## config.mk

```make
export PLATFORM = sky130hd
export DESIGN_NAME = dac_sweep_sequencer
export DESIGN_NICKNAME = d
export VERILOG_FILES = /design/src/rtl/dac_sweep_sequencer.sv
export SDC_FILE = /design/constraint.sdc
export NUM_CORES = 1
export LEC_CHECK = 0
export CAP_MARGIN = 0
export CORE_UTILIZATION = 55
export DETAILED_ROUTE_END_ITERATION = 6
export DONT_BUFFER_PORTS = 1
export MAX_ROUTING_LAYER = met4
export PLACE_DENSITY = 0.84
export SLEW_MARGIN = 5
export SYNTH_ARGS = -nofsm -noshare
export SYNTH_HDL_FRONTEND = slang
export SYNTH_SLANG_ARGS = --single-unit
```

## constraint.sdc

```tcl
create_clock -name clk -period 3.7 [get_ports clk]
set_input_delay 0.74 -clock clk [delete_from_list [all_inputs] [get_ports clk]]
set_output_delay 0.74 -clock clk [all_outputs]
set_load 0.01 [all_outputs]
```

## src/rtl/dac_sweep_sequencer.sv

```systemverilog
// dac_sweep_sequencer: steps a DAC code, waits for DAC idle and settle, then counts trigger frames per step
module dac_sweep_sequencer #(
    parameter int CODE_W         = 12,
    parameter int FRAMES_W       = 8,
    parameter int SETTLE_CYCLES  = 20,
    parameter int TIMEOUT_CYCLES = 255
) (
    input  logic                clk,
    input  logic                reset,
    input  logic                start,
    input  logic                abort,
    input  logic                trigger,
    input  logic [CODE_W-1:0]   cfg_start_code,
    input  logic [CODE_W-1:0]   cfg_stop_code,
    input  logic [CODE_W-1:0]   cfg_step,
    input  logic [FRAMES_W-1:0] cfg_frames,
    input  logic                dac_busy,
    output logic                dac_start,
    output logic [CODE_W-1:0]   dac_code,
    output logic                frame_valid,
    output logic                sweep_busy,
    output logic                sweep_done,
    output logic                error
);
    typedef enum logic [2:0] {IDLE, LOAD, WAIT_DAC, SETTLE, COUNT, NEXT, DONE, ERR} state_t;
    localparam int CNT_W = 16;
    localparam logic [CNT_W-1:0] T_LAST = CNT_W'(TIMEOUT_CYCLES - 1);
    localparam logic [CNT_W-1:0] S_LAST = CNT_W'(SETTLE_CYCLES - 1);

    state_t              state;
    logic                t_s1, t_s2, t_s3, trig_edge;
    logic                start_q, start_armed, start_edge;
    logic [CODE_W-1:0]   stop_l, step_l, step_eff;
    logic [FRAMES_W-1:0] frames_l, frames_eff, fcnt;
    logic [CNT_W-1:0]    cnt;
    logic [CODE_W:0]     nxt;

    // start_armed blocks a start that was already high when reset released
    assign start_edge = start & ~start_q & start_armed;
    assign step_eff   = step_l == '0 ? CODE_W'(1) : step_l;
    assign frames_eff = frames_l == '0 ? FRAMES_W'(1) : frames_l;
    assign nxt        = {1'b0, dac_code} + {1'b0, step_eff};
    assign sweep_busy = state != IDLE && state != ERR;

    // trigger synchroniser with registered rising-edge pulse, and start edge detection
    always_ff @(posedge clk or posedge reset) begin
        if (reset) begin
            t_s1        <= 1'b0;
            t_s2        <= 1'b0;
            t_s3        <= 1'b0;
            trig_edge   <= 1'b0;
            start_q     <= 1'b0;
            start_armed <= 1'b0;
        end else begin
            t_s1        <= trigger;
            t_s2        <= t_s1;
            t_s3        <= t_s2;
            trig_edge   <= t_s2 & ~t_s3;
            start_q     <= start;
            start_armed <= start_armed | ~start;
        end
    end

    // sweep state machine; abort overrides every transition
    always_ff @(posedge clk or posedge reset) begin
        if (reset) begin
            state       <= IDLE;
            dac_start   <= 1'b0;
            dac_code    <= '0;
            frame_valid <= 1'b0;
            sweep_done  <= 1'b0;
            error       <= 1'b0;
            stop_l      <= '0;
            step_l      <= '0;
            frames_l    <= '0;
            fcnt        <= '0;
            cnt         <= '0;
        end else begin
            dac_start   <= 1'b0;
            frame_valid <= 1'b0;
            sweep_done  <= 1'b0;
            if (abort) state <= IDLE;
            else case (state)
                IDLE, ERR: if (start_edge) begin
                    stop_l    <= cfg_stop_code;
                    step_l    <= cfg_step;
                    frames_l  <= cfg_frames;
                    dac_code  <= cfg_start_code;
                    error     <= 1'b0;
                    dac_start <= 1'b1;
                    state     <= LOAD;
                end
                LOAD: begin
                    cnt   <= '0;
                    state <= WAIT_DAC;
                end
                WAIT_DAC: if (cnt != '0 && !dac_busy) begin
                    cnt   <= '0;
                    state <= SETTLE;
                end else if (cnt == T_LAST) begin
                    error <= 1'b1;
                    state <= ERR;
                end else cnt <= cnt + 1'b1;
                SETTLE: if (cnt == S_LAST) begin
                    fcnt  <= '0;
                    state <= COUNT;
                end else cnt <= cnt + 1'b1;
                COUNT: if (trig_edge) begin
                    frame_valid <= 1'b1;
                    if (fcnt == frames_eff - FRAMES_W'(1)) state <= NEXT;
                    else fcnt <= fcnt + 1'b1;
                end
                NEXT: if (nxt[CODE_W] || nxt[CODE_W-1:0] > stop_l) begin
                    sweep_done <= 1'b1;
                    state      <= DONE;
                end else begin
                    dac_code  <= nxt[CODE_W-1:0];
                    dac_start <= 1'b1;
                    state     <= LOAD;
                end
                DONE: state <= IDLE;
                default: state <= IDLE;
            endcase
        end
    end
endmodule

```

==> results.md <==
* Top Ports at 67
* Vias in the first global route at ~3800
* DR pass1 iterations at 4
* Initial antenna violation count at 0
* Grt total ovfl at 0
* Crit Path Category: reg -> reg
* DP HPWL at slightly above 8000 um
* Post-synth net total at roughly 550
* HP Class: in -> async
* Maxcap violations at 0
* Die H at approximately 96 um
* GRT Total Usage at between 20% and 30%
* Core Area at roughly 8400 um2
* CTS H-Tree Depth at 3
* Row count at 33
* Clock buffer depth at 2
* Yosys top cell area share at 41.6%
* Violated checks: setup timing
* Top fanout value on the critical path at 6
* Ys async rst share at 100%
* Post-synthesis cell area at between 4000 and 5000 um2
* EDFF count, synth at 0
* CP startpoint kind: flop
* Final setup viols at 17
* Port-buffer cells at 0
* PnR worst setup slack at -0.350 ns
* DRC at 0
* Fmax at 0.247 GHz
* Hold Vio Cnt, Final at 0
* Leak Pwr at 2.51 nW
* Seq/Total Area, Yosys at 41.6%
* DR vias at roughly 3800
* M3 GR Usage at under 10%
* Via density at 6.24
* Synth top area cells: dfrtp_1 42%, mux2_2 12%, ha_1 7.5%
* Design Power at 5.69 mW
* Post-route non-filler standard cell count at around 610
* Final hold slack at approximately 0.37 ns
* Largest net degree at the start of global routing at 45
* DIE WIDTH at approximately 96 um
* Met2 Usage GRT at 45.0%
* RSZ-0062 raised after global routing: yes
* Number of synthesized register bits at 81
* Max_slew headroom at between 40% and 50%
* Worst setup EP type: flop
* GPL Wtd Cong at ~0.93
* Average cell area after synthesis at slightly above 10 um2
* Status: finished, violations left
* Synth-to-Final Area Change at 13.5%
* Distinct cells, synth at 60
* Clock Pin Slew Worst Setup and Hold Paths at around 0.090 ns
* Clock Skews at approximately 0.013 ns
* CTS tree: yes
* Final slew viol count at 0
* Area leader, netlist: dfrtp_1
* ANT cells at 0
* Pwr dens at a little over 1000 nW/um2
* Placed cells at 580
* Syn. warnings at 0
* Die area at around 9200 um2
* Most Crowded Layer GR: met2
* Top_reg_cell synth: dfrtp_1
* DRT antenna net count at 0
* Pre-CTS setup slack at -0.288 ns
* Num CTS Buffers at 9
* Final worst-path cycle share at 109%
* Avg WL per Cell at between 15 and 20 um
* CTS sink cnt at between 80 and 90
* WP data required at 3.94 ns
* Clk Tree Root Cell: clkbuf_8
* Final TNS setup at -4.82 ns
* DRT Wirelength at 11600 um
* Grt met1 use at between 30 and 40%
* 1st-iter DRT viols at between 150 and 200
* Global-route wire length before repair at around 18000 um
* Worst-margin pin slew at around 0.8 ns
* Starting Density at roughly three fifths
* Maximum vdd ir drop at between 0.7 and 0.8 mV
* Layout cells sized above 1 at between 20 and 30%
* Nets at between 500 and 600
* Mapped Cells at roughly 470
* Crit path DAT at 4.29 ns
* Min Tclk post-route at ~4.1 ns
* Clock Latency Late Sink at 0.36 ns
[registers in the layout, summed over array words and instances (netlist names), 3 cells and up]
signal    flops
cnt          16
dac_code     12
fcnt          8
frames_l      8
state         3
step_l       12
stop_l       12
[cell usage after synthesis, types with 5 or more instances]
library cell,instances
nand2_1,18
ha_1,29
inv_1,29
nand4_1,11
nor3_1,13
nand3_1,12
nand2b_1,5
a21o_1,5
o21ai_0,17
clkbuf_1,15
nor4_1,10
nor2_1,32
mux2i_1,5
a21oi_1,18
dfrtp_1,81
xor2_1,11
and3_1,7
mux2_2,53
xnor2_1,23
[worst max-delay path, cell delays in order, from the launching register on]
cell and delay (ns):
dfrtp_1 0.41, nor4_4 0.07, a31o_2 0.26, ha_4 0.17, fa_2 0.36, a21oi_2 0.15, o211ai_1 0.13, o41ai_2 0.25
buf_4 0.19, xnor2_1 0.16, ha_1 0.30, o21a_1 0.21, o2111ai_1 0.21, a31oi_1 0.13, a211oi_2 0.26, buf_4 0.17
a22o_4 0.17, mux2_2 0.35
[path summary, 6_finish.rpt]
kind	startpoint	endpoint	slack, ns	depth (start not counted)
min in group clk	t_s1	t_s2	0.37	0
max in group asynchronous	reset	dac_code[9]	2.57	2
worst min-delay path	reset	cnt[8]	0.37	1
worst max register to register	step_l[3]	dac_code[3]	-0.35	17
worst min register to register	t_s1	t_s2	0.37	0
worst max-delay path	step_l[3]	dac_code[3]	-0.35	17
[through the flow]
step                      utilization, %  area [um2]
after floorplan                        -        4890
after global placement              61.2        5130
after detailed placement            61.2        5130
after CTS                           65.1        5460
after global routing                65.9        5530
final                               65.9        5530
[kinds of logic after synthesis]
| family | synth area share (%) |
|---|---|
| DFF | 41.6 |
| muxes | 13.3 |
| adders and majority gates | 7.87 |
| buffers and inverters | 4.70 |
| and+or+nand+nor | 16.5 |
| AOI/OAI and AO/OA | 9.90 |
| xor gates and xnor gates | 6.12 |
[per-layer routing]
layer / wire [um] / vias up / share of wire [%]
met3: 822 / 39 / 7.1
met1: 4520 / 1858 / 39
met4: 302 / 0 / 2.6
li1: - / 1750 / -
met2: 5940 / 166 / 51
met5: 0 / - / 0
[where the power goes]
part	total [mW]	internal (mW)	switching, mW
clock network	0.661	0.346	0.315
registers	1.49	1.16	0.325
logic	3.54	1.77	1.77
[cell usage in the layout, fill, tap and decap left out, types with 3 or more instances in the layout]
master and count:
a211oi_2 3, a21o_1 5, a21oi_1 16, a31oi_1 4, and3_1 7, and4_1 3
buf_4 44, clkbuf_8 11, dfrtp_1 81, ha_1 28, inv_1 28, mux2_2 53
mux2i_1 5, nand2_1 18, nand2b_1 5, nand3_1 12, nand3b_1 4, nand4_1 11
nor2_1 32, nor3_1 11, nor3_2 3, nor3b_1 4, nor4_1 7, nor4_2 3
o21a_1 4, o21ai_0 15, o21ai_1 3, o221a_2 4, or4_4 4, xnor2_1 23
xor2_1 11
[final cells by class]
cell class / instances / area, um2
Multi-Input combinational cell: 336 / 2710
Timing Repair Buffer: 45 / 342
Fill cell: 635 / 2860
Clock inverter: 4 / 51.3
Tap cell: 105 / 131
Clock buffer: 11 / 151
Sequential cell: 81 / 2030
Inverter: 29 / 110
[what timing repair did]
item,4_1_cts,5_1_grt
setup buffers,10,5
hold buffers,0,0
endpoints found under the setup margin,16,17
pin swaps,10,2
gates cloned,1,0
resized for setup,8,6
(Power assumes the default switching activity.)
